### src/rtl/eva_score_engine.sv
// EVA score engine: snapshots per-age hit/eviction counters and computes
// fixed-point suffix hit-probability scores, published as double-buffered tables.
module eva_score_engine #(
    parameter int k      = 3,
    parameter int ctrLen = 10,
    parameter int F      = 10,
    parameter int sumW   = 13
) (
    input  logic                         clk,
    input  logic                         rst,
    input  logic                         update_EVA,
    input  logic [ctrLen*(2**k)-1:0]     hitCtr_R_1D,
    input  logic [ctrLen*(2**k)-1:0]     evictionCtr_R_1D,
    input  logic [ctrLen*(2**k)-1:0]     hitCtr_NR_1D,
    input  logic [ctrLen*(2**k)-1:0]     evictionCtr_NR_1D,
    output logic [(F+1)*(2**k)-1:0]      eva_R_1D,
    output logic [(F+1)*(2**k)-1:0]      eva_NR_1D,
    output logic                         scores_valid,
    output logic                         busy
);
    localparam int N  = 2**k;
    localparam int S  = F + 1;
    localparam int CW = $clog2(F + 1);

    typedef enum logic [2:0] {IDLE, CAPTURE, ACCUM, DIV, WRITE, DONE} state_t;

    state_t            state, state_nxt;
    logic              pending;
    logic              cls;
    logic [k-1:0]      age;
    logic [sumW-1:0]   h_sum, e_sum;
    logic [sumW-1:0]   hit_ext, ev_ext;
    logic [sumW:0]     rem, trial;
    logic              ge;
    logic [F:0]        q;
    logic [CW-1:0]     div_cnt;

    logic [ctrLen-1:0] hit_snap [2][N];
    logic [ctrLen-1:0] ev_snap  [2][N];
    logic [S-1:0]      work     [2][N];
    logic [S-1:0]      comm     [2][N];

    always_ff @(posedge clk) begin
        if (rst) state <= IDLE;
        else     state <= state_nxt;
    end

    always_comb begin
        state_nxt = state;
        case (state)
            IDLE:    if (update_EVA || pending) state_nxt = CAPTURE;
            CAPTURE: state_nxt = ACCUM;
            ACCUM:   state_nxt = DIV;
            DIV:     if (div_cnt == CW'(F)) state_nxt = WRITE;
            WRITE:   state_nxt = (age == '0 && cls) ? DONE : ACCUM;
            DONE:    state_nxt = IDLE;
            default: state_nxt = IDLE;
        endcase
    end

    always_comb begin
        hit_ext = sumW'(hit_snap[cls][age]);
        ev_ext  = sumW'(ev_snap[cls][age]);
        // First divide cycle starts from H itself; later cycles shift the remainder.
        trial   = (div_cnt == '0) ? {1'b0, h_sum} : {rem[sumW-1:0], 1'b0};
        ge      = (trial >= {1'b0, e_sum});
    end

    always_ff @(posedge clk) begin
        if (state == CAPTURE) begin
            for (int unsigned a = 0; a < N; a++) begin
                hit_snap[0][a] <= hitCtr_R_1D[a*ctrLen +: ctrLen];
                ev_snap[0][a]  <= evictionCtr_R_1D[a*ctrLen +: ctrLen];
                hit_snap[1][a] <= hitCtr_NR_1D[a*ctrLen +: ctrLen];
                ev_snap[1][a]  <= evictionCtr_NR_1D[a*ctrLen +: ctrLen];
            end
        end
    end

    always_ff @(posedge clk) begin
        if (rst) begin
            pending <= 1'b0;
            cls     <= 1'b0;
            age     <= '0;
            h_sum   <= '0;
            e_sum   <= '0;
            rem     <= '0;
            q       <= '0;
            div_cnt <= '0;
            for (int unsigned a = 0; a < N; a++) begin
                work[0][a] <= '0;
                work[1][a] <= '0;
                comm[0][a] <= '0;
                comm[1][a] <= '0;
            end
        end else begin
            if (update_EVA && state != IDLE)
                pending <= 1'b1;
            else if (state == IDLE && (update_EVA || pending))
                pending <= 1'b0;

            case (state)
                CAPTURE: begin
                    cls   <= 1'b0;
                    age   <= '1;
                    h_sum <= '0;
                    e_sum <= '0;
                end
                ACCUM: begin
                    h_sum   <= h_sum + hit_ext;
                    e_sum   <= e_sum + hit_ext + ev_ext;
                    div_cnt <= '0;
                end
                DIV: begin
                    rem     <= ge ? (trial - {1'b0, e_sum}) : trial;
                    q       <= {q[F-1:0], ge};
                    div_cnt <= div_cnt + 1'b1;
                end
                WRITE: begin
                    work[cls][age] <= (e_sum == '0) ? '0 : q;
                    if (age != '0) begin
                        age <= age - 1'b1;
                    end else if (!cls) begin
                        cls   <= 1'b1;
                        age   <= '1;
                        h_sum <= '0;
                        e_sum <= '0;
                    end
                end
                DONE: comm <= work;
                default: ;
            endcase
        end
    end

    // During DONE the fresh working tables drive the outputs so they appear with the pulse.
    always_comb begin
        eva_R_1D  = '0;
        eva_NR_1D = '0;
        for (int unsigned a = 0; a < N; a++) begin
            eva_R_1D[a*S +: S]  = (state == DONE) ? work[0][a] : comm[0][a];
            eva_NR_1D[a*S +: S] = (state == DONE) ? work[1][a] : comm[1][a];
        end
        scores_valid = (state == DONE);
        busy         = (state != IDLE);
    end
endmodule

### config.mk
export PLATFORM = sky130hd
export DESIGN_NAME = eva_score_engine
export DESIGN_NICKNAME = d
export VERILOG_FILES = /design/src/rtl/eva_score_engine.sv
export SDC_FILE = /design/constraint.sdc
export NUM_CORES = 1
export LEC_CHECK = 0
export CORE_MARGIN = 2
export CORE_UTILIZATION = 50
export DETAILED_ROUTE_END_ITERATION = 10
export HOLD_SLACK_MARGIN = 0.15
export PLACE_DENSITY = 0.86
export SYNTH_ARGS = -nofsm -noshare
export SYNTH_HDL_FRONTEND = slang
export SYNTH_SLANG_ARGS = --single-unit
### constraint.sdc
create_clock -name clk -period 10.3 [get_ports clk]
set_clock_uncertainty 0.05 [all_clocks]
set_input_delay 3.09 -clock clk [delete_from_list [all_inputs] [get_ports clk]]
set_output_delay 3.09 -clock clk [all_outputs]
set_load 0.1 [all_outputs]
# ---- Word level (Yosys, flattened, before mapping)
# Memories as Yosys holds them, arrays and structs flattened. A register that Yosys moved wholly into a read port is not among the register bits.
# Cells that the tools add are included.
dict set report word_totals {
  out_inout_bits 178
  in_bits 323
  ff_bits 414
  elab_cells 139
  n_memories 2
  mem_bits_rw 320
}
# name depth word_bits rd rd_clocked_by_memory_dff write_ports line_no
set mem_list {}
lappend mem_list {ev_snap 2 80 1 1 2 39} ;# logic [ctrLen-1:0] ev_snap [2][N];
lappend mem_list {hit_snap 2 80 1 1 2 38} ;# logic [ctrLen-1:0] hit_snap [2][N];
dict set report classes {
  n_bitwise 2
  n_lt_le_gt_ge 5
  n_reduce_logical 20
  n_addsub 6
  n_eq_ne 11
  mux 52
}
# op n
set op_table {}
lappend op_table {{11-bit two-way mux} 18}
lappend op_table {{176-bit bitwise mux} 1}
lappend op_table {{88-bit demux with 1-bit select} 1}
lappend op_table {{88-bit two-way mux} 1}
lappend op_table {{13-bit one-hot mux with 3 select lines} 2}
lappend op_table {{10-bit binary-select mux with 3-bit select} 2}
lappend op_table {{10-bit two-way mux} 4}
lappend op_table {{13-bit by 10-bit adder with 13-bit output} 3}
lappend op_table {{13-bit two-way mux} 3}
lappend op_table {{11-bit demux with 3-bit select} 1}
lappend op_table {{3-bit two-way mux} 5}
lappend op_table {{3-bit one-hot mux with 5 select lines} 1}
lappend op_table {{14-bit by 13-bit >= comparator with 1-bit output} 1}
lappend op_table {{14-bit two-way mux} 1}
lappend op_table {{13-bit zero test} 1}
lappend op_table {{13-bit subtractor} 1}
lappend op_table {{1-bit two-way mux} 9}
lappend op_table {{3-bit nonzero test} 3}
lappend op_table {{4-bit one-hot mux with 2 select lines} 1}
lappend op_table {{3-bit by 2-bit equality test with 1-bit output, second input constant} 2}
lappend op_table {{3-bit equality test, second input constant} 2}
lappend op_table {{3-bit zero test} 2}
lappend op_table {{2-bit != test, second input constant} 3}
lappend op_table {{3-bit one-hot mux with 2 select lines} 1}
lappend op_table {{other kinds (19)} 27}

# ---- Longest topological paths before layout
# Gate-level depths: netlist (run 1).
dict set report logic_depth {
  depth_word 8
  ltp_mapped 18
}

# ---- Least setup slack after synthesis (run 1)
# OpenSTA, ideal clock, no wires.
dict set report synth_timing {
  kind {register to register}
  start {register state[0]}
  end {memory ev_snap[0][0] in the netlist's numbering, enable pin}
  arrival_ns 7.125
  stages_incl_launch_ff 5
  setup_slack_ns 2.454
  n_path_buf 1
  setup_ns 0.671
  path_cell_list {dfxtp_1 -> inv_1 -> or3_1 -> buf_2 -> inv_1}
}
# item line_no
set synth_rtl {}
lappend synth_rtl {{from (decl)} 27} ;# state_t state, state_nxt;
lappend synth_rtl {{from (signal assigned)} 45} ;# else state <= state_nxt;
lappend synth_rtl {{to (decl)} 39}

# ---- Worst setup path after layout (run 1)
dict set report layout_timing {
  start {register state[0]}
  end {output port eva_R_1D[29]}
}
dict set report layout_between {
  elab_chain_len 2
}
# item line_no
set layout_lines {}
lappend layout_lines {{3-bit equality test} 141} ;# eva_R_1D[a*S +: S] = (state == DONE) ? work[0][a] : comm[0][a];
lappend layout_lines {{11-bit two-way mux} 141}
lappend layout_lines {{to (decl)} 16} ;# output logic [(F+1)*(2**k)-1:0] eva_R_1D,
# Every way passes these cells.

==> results_dict.tcl, run 1 <==
set metrics [dict create \
    status "finished, final reports clean" \
    reg2reg_to "e_sum[9]" \
    drt-total-wl_mm 83.0 \
    worst_pin_slew_ps 1210 \
    path_clk_slew_ps 60 \
    grt_first_pass_wirelength_mm 124 \
    placed_cells 3909 \
    ys.flop_type "dfxtp_1" \
    port_buffers 500 \
    yosys_register_bits 735 \
    fmaxAchievable_mhz 124 \
    final_common_cell "nand2_1" \
    vias_per_cell 5.46 \
    synth_xor_area_share_pct 0.684 \
    nets 3595 \
    path_cells "nand3b_1 -> buf_4 -> inv_4 -> buf_4 -> nand2_1 -> nand2_1 -> clkdlybuf4s50_1" \
    rsz0062_at_grt "false" \
    htreeDepth 3 \
    finalCritPeriodShare_pct 78.5 \
    fin_cells 4054 \
    grtUsageTotal_pct 26.8 \
    synthArstFlopShare_pct 0 \
    synth_cell_types 59 \
    ir_drop_mv 0.184 \
    cp.arrival_ps 4950 \
    cts_buffer_depth 3 \
    clock-sinks 735 \
    post_cts_buffers 0 \
    synth_compound_area_share_pct 7.47 \
    die-width_microns 247 \
    area_delta_synth_final_pct 26.7 \
    ant_nets 0 \
    cts_made_buffers 75 \
    worst-path-max-fanout 99 \
    max_slew_margin_pct 19.4 \
    dr.pass1.iters 6 \
    synth_top_family_by_area "simple AND/OR/NAND/NOR gates" \
    dp_hpwl_mm 55.0 \
    cts_root_buffer "clkbuf_16" \
    yosysWarnings 0 \
    finalSetupViolCount 0 \
    antenna_found_initial 10 \
    fin_crit_ps 8090 \
    fp.dieH_microns 247 \
    first_global_vias 21300 \
    reg2reg_slack_ps 5030 \
    min_from "rem[12]" \
    drt-initial-drc-count 2242 \
    syn_nets 3173 \
    layout-drive-gt1-share_pct 6.95 \
    synthAdderAreaFrac_pct 2.50 \
    grt_max_degree 197 \
    netlist_area_sq_um 29400 \
    ys_seq_area_share_pct 60.9 \
    critPathKind "reg2out" \
    wl_per_cell_microns 20.5 \
    syn_inst 2799 \
    fp-row-count 88 \
    finalSetupTns_ps 0 \
    crit_slowest_cell "clkdlybuf4s50_1" \
    crit_path_max_incr_delay_ps 1200 \
    die_area_sq_um 60800 \
    hold_depth 2 \
    critical_path_required_ps 7160 \
    p_leak_nw 14.0 \
    clk_latency_ps 640 \
    gp_congestion 0.872 \
    r2r_cells 13 \
    maxCapViolations 0 \
    drc 0 \
    min_path_type "reg2reg" \
    mostFrequentLayoutCells "nand2_1 (600), clkdlybuf4s50_1 (499), dfxtp_1 (413)" \
    synthSimpleGateAreaFrac_pct 18.5 \
    start_kind "register" \
    power.density_nw_per_um2 206 \
    min_to "rem[12]" \
    grt.overflow.total 0 \
    vias 22100 \
    synth.avg_cell_area_sq_um 10.5 \
    slew_violations 0 \
    yosys-mux-area-fraction_pct 7.13 \
    cts_hold_buf 0 \
    timing.final.hold_violations 0 \
    cts_resized 0 \
    start_util_pct 50.8 \
    end_kind "primary output" \
    cts_tree "done" \
    core_area_sq_um 57900 \
    synth_edf_count 320 \
    io_pins 501 \
]
[logic make-up after synthesis]
| kind of cell | after synthesis |
|---|---|
| multiplexers | 134 |
| AO/OA/AOI/OAI | 388 |
| buffers and inverters | 202 |
| flip-flops | 735 |
| XOR/XNOR | 23 |
| AND/OR/NAND/NOR | 1266 |
| adder cells (fa/ha/maj) | 51 |
[metrics by stage]
step           hold slack (ps)  instance area, sq um  total power, mW  setup slack [ps]  util (%)
3_5_place_dp               398                 34800             4.99              2970      60.1
4_1_cts                    407                 37300             7.69              2270      64.4
2_1_floorplan              382                 29400             4.58              2450         -
6_report                   406                 37300             7.68              2210      64.4
3_3_place_gp               389                 34800             4.93              3090      60.1
5_1_grt                    445                 37300             8.00              1910      64.4
[cells in the mapped netlist (all sizes together), types with 5 or more instances]
| cell type | n | area share, % |
|---|---|---|
| mux2i | 60 | 2.0 |
| a211oi | 11 | 0.28 |
| a21o | 9 | 0.23 |
| a22oi | 11 | 0.28 |
| nor2b | 8 | 0.17 |
| nand2 | 610 | 8.0 |
| or3 | 11 | 0.23 |
| o22ai | 22 | 0.47 |
| nor3 | 14 | 0.24 |
| xnor2 | 13 | 0.39 |
| mux2 | 15 | 0.57 |
| o21a | 9 | 0.23 |
| a22o | 5 | 0.15 |
| fa | 13 | 0.88 |
| o21ai | 49 | 0.85 |
| and2 | 179 | 3.8 |
| edfxtp | 320 | 33 |
| mux4 | 59 | 4.5 |
| a21oi | 245 | 4.2 |
| nand3 | 15 | 0.25 |
| inv | 31 | 0.40 |
| nand2b | 11 | 0.23 |
| ha | 38 | 1.6 |
| clkbuf | 120 | 1.5 |
| a31oi | 5 | 0.11 |
| dfxtp | 415 | 28 |
| xor2 | 10 | 0.30 |
| buf | 50 | 0.93 |
| nor2 | 402 | 5.1 |
[report_power, final]
part           internal, mW  leakage, nW  switching [mW]
Clock                  1.54         1.19            1.17
Combinational         0.648         6.48           0.962
Sequential             3.27         6.34          0.0920
[sequential cells by signal, indices dropped and copies added (netlist names), named ones only]
| signal | flops |
|---|---|
| hit_snap | 160 |
| h_sum | 13 |
| cls | 1 |
| comm | 176 |
| ev_snap | 160 |
| work | 176 |
| state | 3 |
| rem | 13 |
| q | 11 |
| pending | 1 |
| e_sum | 13 |
| age | 3 |
| div_cnt | 4 |
[worst max path at each step]
stage / from / to / slack [ps] / cells after the start
finish: state[0] / eva_R_1D[29] / 2210 / 7
global route: state[0] / eva_R_1D[29] / 1910 / 7
CTS: state[0] / eva_R_1D[29] / 2270 / 7
detailed placement: state[0] / eva_R_1D[47] / 2970 / 7
global placement: state[0] / eva_R_1D[29] / 3090 / 7
floorplan: state[0] / ev_snap[0][0] / 2450 / 4
[cell type report]
cell class                 count  area (sq um)
fill                        4252         20600
sequential                   735         17900
multi-input combinational   1862         10700
timing repair buffer         515          5130
clock buffer                  99          2040
tap                          765           957
clock inverter                37           410
inverter                      32           133
antenna                        9          22.5
[metal layers]
| metal | wire length (microns) | vias up | track usage [%] |
|---|---|---|---|
| met2 | 41000 | 1045 | 45.3 |
| li1 | - | 10300 | - |
| met4 | 3090 | 6 | 11.5 |
| met3 | 7440 | 158 | 6.45 |
| met1 | 31500 | 10600 | 32.8 |
| met5 | 43 | - | 0 |
[critical path, delay by kind of cell, from the launching register on]
family                 cells  cell delay [ps]
buffers and inverters      4             3140
flip-flops                 1              580
AND/OR/NAND/NOR            3              370
No activity file was read; power rests on OpenSTA's default activity.
==> run 2: changes to the inputs <==
==> constraint.sdc (replaced) <==
create_clock -name clk -period 8.1 [get_ports clk]
set_clock_uncertainty 0.05 [all_clocks]
set_input_delay 2.43 -clock clk [delete_from_list [all_inputs] [get_ports clk]]
set_output_delay 2.43 -clock clk [all_outputs]
set_load 0.1 [all_outputs]
==> run 2 against run 1 <==
Count of clock-buffer cells in the layout decreased by 8. Hold slack improved by 1.7 ps. Core utilization about the same. First-iteration DRC count decreased by 12%. Highest routed layer unchanged. Non-clock buffer count increased by 4. Cell count about the same. Largest cell class unchanged. Critical path type unchanged. Critical path depth decreased by 1. Wire length decreased by 0.51%. Flip-flop and latch count unchanged. Power increased by 27%. Design area about the same.
==> results_dict.tcl, run 2 (synthesis results as in run 1) <==
set metrics [dict create \
    final_common_cell "nand2_1" \
    vias_per_cell 5.44 \
    timing.final.hold_violations 0 \
    clock-sinks 735 \
    critPathKind "reg2out" \
    mostFrequentLayoutCells "nand2_1 (600), clkdlybuf4s50_1 (499), dfxtp_1 (413)" \
    dr.pass1.iters 5 \
    die-width_microns 247 \
    grt_max_degree 194 \
    die_area_sq_um 60800 \
    first_global_vias 21500 \
    port_buffers 500 \
    multiInputGateArea_sq_um 10700 \
    crit_slowest_cell "clkdlybuf4s50_1" \
    gp_congestion 0.850 \
    setup_slack_ps 1220 \
    holdWs_ps 408 \
    fin_crit_ps 6880 \
    fp-row-count 88 \
    cts_hold_buf 0 \
    stdcell_area_sq_um 37300 \
    finalCritPeriodShare_pct 84.9 \
    drt-total-wl_mm 82.6 \
    fp.dieH_microns 247 \
    nFillCells 4279 \
    path_clk_slew_ps 70 \
    grt.overflow.total 0 \
    worst-path-max-fanout 104 \
    start_kind "register" \
    layout-drive-gt1-share_pct 6.98 \
    path_cells "nand3b_1 -> buf_4 -> buf_4 -> nand2_1 -> nand2_1 -> clkdlybuf4s50_1" \
    start_util_pct 50.8 \
    grtUsageTotal_pct 26.8 \
    grt_first_pass_wirelength_mm 124 \
    status "finished, final reports clean" \
    antenna_found_initial 11 \
    cpLargestDelayFamily "buffers and inverters" \
    core_area_sq_um 57900 \
    clk_latency_ps 620 \
    reg2reg_slack_ps 3080 \
    nets 3597 \
    ir_drop_mv 0.247 \
    ant_nets 0 \
    wl_per_cell_microns 20.4 \
    cp_num_buf_inv 3 \
    slew_violations 0 \
    area.sequential_sq_um 17900 \
    maxCapViolations 0 \
    critical_path_required_ps 5620 \
    drc 0 \
    post_cts_buffers 0 \
    dp_hpwl_mm 55.2 \
    worst_pin_slew_ps 1130 \
    finalSetupTns_ps 0 \
    reg.largest.list "comm (176), work (176)" \
    end_kind "primary output" \
    io_pins 501 \
    cts_made_buffers 73 \
    htreeDepth 3 \
    cts_buffer_depth 3 \
    power_mw 9.78 \
    crit_path_max_incr_delay_ps 1140 \
    cts_resized 0 \
    drt-initial-drc-count 1967 \
    max_slew_margin_pct 24.0 \
    min_path_type "reg2reg" \
    postPlaceCellArea_sq_um 34900 \
    p_leak_nw 14.0 \
    area_delta_synth_final_pct 26.6 \
    vias 22000 \
    cts_tree "done" \
    cts_root_buffer "clkbuf_16" \
    finalSetupViolCount 0 \
    pre_cts_slack_ps 1910 \
    rsz0062_at_grt "false" \
    cp.arrival_ps 4400 \
    fmaxAchievable_mhz 145 \
    power.density_nw_per_um2 262 \
]
## run 2: changes by cell type in the layout (fill, tap and decap cells not counted), sizes merged
cell / previous run / this run
buf: 16 / 20
clkbuf: 99 / 91
bufinv: 5 / 7
clkinvlp: 4 / 3
diode: 9 / 6
clkinv: 24 / 25
inv: 36 / 37
## run 2: area by class of cell
| type | instances | share of cell area (%) |
|---|---|---|
| Clock buffer | 91 | 5.30 |
| Antenna cell | 6 | 0.0403 |
| Tap cell | 765 | 2.57 |
| Sequential cell | 735 | 48.1 |
| Clock inverter | 40 | 1.12 |
| Inverter | 32 | 0.356 |
| Timing Repair Buffer | 519 | 13.9 |
| Multi-Input combinational cell | 1862 | 28.7 |
## run 2: worst register-to-register path, cell delays in order (launching register included)
cell	delay [ps]
dfxtp_4	900
buf_4	500
mux4_2	540
mux4_2	520
fa_1	410
ha_1	250
fa_1	480
a21oi_1	180
o21bai_1	110
a21oi_1	260
o21ai_0	130
a31oi_1	240
xnor2_1	140
a22o_1	210
## run 2: power breakdown
group | leakage [nW] | total [mW] | switching [mW] | internal (mW)
logic | 6.50 | 2.08 | 1.26 | 0.824
registers | 6.34 | 4.27 | 0.108 | 4.16
clock network | 1.18 | 3.43 | 1.46 | 1.97
## run 2: path summary, 6_finish.rpt
kind             from  depth (start not counted)     endpoint
max reg2reg  register                         13     e_sum[9]
min reg2reg    rem[1]                          2       rem[1]
max          state[0]                          6  eva_R_1D[0]
min            rem[1]                          2       rem[1]
## run 2: per-layer routing
| metal | vias to the layer above | routed length (microns) | GRT usage (%) |
|---|---|---|---|
| li1 | 10300 | - | - |
| met1 | 10400 | 31200 | 33.0 |
| met2 | 1048 | 40300 | 44.6 |
| met3 | 204 | 7450 | 6.26 |
| met4 | 10 | 3560 | 12.6 |
| met5 | - | 72 | 0 |
## run 2: stage by stage
| stage | utilization [%] | cells |
|---|---|---|
| after detailed placement | 60.2 | 3913 |
| after global placement | 60.2 | 3913 |
| after global routing | 64.4 | 4049 |
| final | 64.4 | 4050 |
| after CTS | 64.4 | 4044 |
| after floorplan | - | 2799 |
==> run 3: changes to the inputs <==
--- a/config.mk
+++ b/config.mk
@@ -6,7 +6,7 @@
 export NUM_CORES = 1
 export LEC_CHECK = 0
 export CORE_MARGIN = 2
-export CORE_UTILIZATION = 50
+export CORE_UTILIZATION = 48
 export DETAILED_ROUTE_END_ITERATION = 10
 export HOLD_SLACK_MARGIN = 0.15
 export PLACE_DENSITY = 0.86
==> constraint.sdc (replaced) <==
create_clock -name clk -period 6.2 [get_ports clk]
set_clock_uncertainty 0.05 [all_clocks]
set_input_delay 1.86 -clock clk [delete_from_list [all_inputs] [get_ports clk]]
set_output_delay 1.86 -clock clk [all_outputs]
set_load 0.1 [all_outputs]
==> run 3 against run 2 <==
Clock power up 37%. Worst setup slack worse by 38 ps. Flip-flop and latch count unchanged. Count of clock-buffer cells in the layout up 13. Cell count up 0.57%. Register-to-register slack worse by 1500 ps. Critical path type unchanged. Largest power group unchanged.
==> results_dict.tcl, run 3 (synthesis results as in run 1) <==
set metrics [dict create \
    worst-path-max-fanout 55 \
    grtUsageTotal_pct 25.3 \
    vias 22100 \
    timing.rr.start "age[0]" \
    status "finished, final reports clean" \
    slew_violations 0 \
    die_area_sq_um 63300 \
    min_from "rem[12]" \
    setup_slack_ps 1180 \
    clock-sinks 735 \
    ant_nets 0 \
    wl_per_cell_microns 20.1 \
    nFillCells 4637 \
    drc 0 \
    drt-initial-drc-count 1934 \
    start_kind "register" \
    gp_congestion 0.867 \
    die-width_microns 252 \
    cp.arrival_ps 3110 \
    holdWs_ps 413 \
    p_leak_nw 14.5 \
    hold_depth 2 \
    reg2reg_slack_ps 1590 \
    timing.final.hold_violations 0 \
    cts_tree "done" \
    path_clk_slew_ps 60 \
    io_pins 501 \
    grt_max_degree 180 \
    reg2reg_to "e_sum[9]" \
    maxCapViolations 0 \
    post_cts_buffers 0 \
    area_delta_synth_final_pct 25.9 \
    pre_cts_slack_ps 1640 \
    rsz0062_at_grt "false" \
    end_kind "primary output" \
    first_global_vias 21100 \
    cts_root_buffer "clkbuf_16" \
    clock_power_share_pct 36.4 \
    start_util_pct 48.7 \
    reg.largest.list "comm (176), work (176)" \
    fp.dieH_microns 252 \
    placed_cells 3928 \
    finalCritPeriodShare_pct 80.9 \
    cts_resized 0 \
    finish.utilization_pct 61.3 \
    final_common_cell "nand2_1" \
    worst_pin_slew_ps 1080 \
    vias_per_cell 5.43 \
    drt-total-wl_mm 81.7 \
    layout-drive-gt1-share_pct 12.4 \
    critPathKind "reg2out" \
    port_buffers 500 \
    seq_power_share_pct 43.1 \
    netSwitchingFraction_pct 28.2 \
    dr.pass1.iters 9 \
    p_sw_mw 3.66 \
    nets 3597 \
    power.density_nw_per_um2 350 \
    area.sequential_sq_um 17900 \
    critical_path_required_ps 4290 \
    finalSetupViolCount 0 \
    r2r_cells 16 \
    max_slew_margin_pct 27.8 \
    fp-row-count 90 \
    multiInputGateArea_sq_um 10700 \
    min_to "rem[12]" \
    grt_first_pass_wirelength_mm 123 \
    htreeDepth 3 \
    cts_hold_buf 0 \
    fin_crit_ps 5020 \
    antenna_found_initial 13 \
    grt.overflow.total 0 \
    fin_cells 4073 \
    min_path_type "reg2reg" \
    mostFrequentLayoutCells "nand2_1 (600), dfxtp_1 (413), nor2_1 (401)" \
    clk_latency_ps 630 \
    core_area_sq_um 60500 \
    cts_made_buffers 75 \
    ir_drop_mv 0.275 \
    finalSetupTns_ps 0 \
    cts_buffer_depth 3 \
    p_comb_share_pct 20.5 \
    internal_power_mw 9.31 \
    fmaxAchievable_mhz 199 \
    dp_hpwl_mm 54.3 \
]
-- run 3: area by class of cell --
type                    count  share of cell area, %
diodes                      6                 0.0405
clock inverters            35                   1.31
well taps                 782                   2.64
repair buffers            517                   12.8
multi-input cells        1862                   28.8
flip-flops and latches    735                   48.3
clock buffers             104                   5.69
inverters                  32                  0.354
-- run 3: metrics by stage --
| stage | area, sq um | power (mW) |
|---|---|---|
| floorplan | 29400 | 7.57 |
| global placement | 34500 | 8.25 |
| detailed placement | 34500 | 8.29 |
| CTS | 37100 | 13.0 |
| global route | 37100 | 13.5 |
| finish | 37100 | 13.0 |
-- run 3: layer usage --
metal	GRT usage, %	routed length, microns	part of all wire [%]	up-vias
met1	31.2	31300	38	10500
met3	5.86	6890	8.4	182
met5	0	82	0.10	-
li1	-	-	-	10400
met2	43.2	40500	50	1038
met4	9.61	2960	3.6	12
-- run 3: how the worst max path moves through the flow --
| stage | from | endpoint | slack, ps |
|---|---|---|---|
| 6_report | state[0] | eva_R_1D[76] | 1180 |
| 3_5_place_dp | age[0] | e_sum[9] | 1640 |
| 4_1_cts | state[0] | eva_R_1D[43] | 1220 |
| 2_1_floorplan | state[2] | ev_snap[0][0] | 140 |
| 3_3_place_gp | register | e_sum[9] | 1710 |
| 5_1_grt | state[0] | eva_R_1D[43] | 970 |
-- run 3: power groups by stage --
stage / combinational [mW] / sequential (mW) / clock (mW)
after floorplan: 1.90 / 5.67 / 0
after global placement: 2.58 / 5.67 / 0
after detailed placement: 2.60 / 5.69 / 0
after CTS: 2.63 / 5.59 / 4.78
after global routing: 2.91 / 5.62 / 4.97
final: 2.66 / 5.60 / 4.71
-- run 3: worst max-delay path: stages (launching register included) --
cell	delay (ps)
dfxtp_1	620
nand3b_1	270
inv_4	510
buf_4	520
nand2_1	130
nand2_1	100
buf_4	290
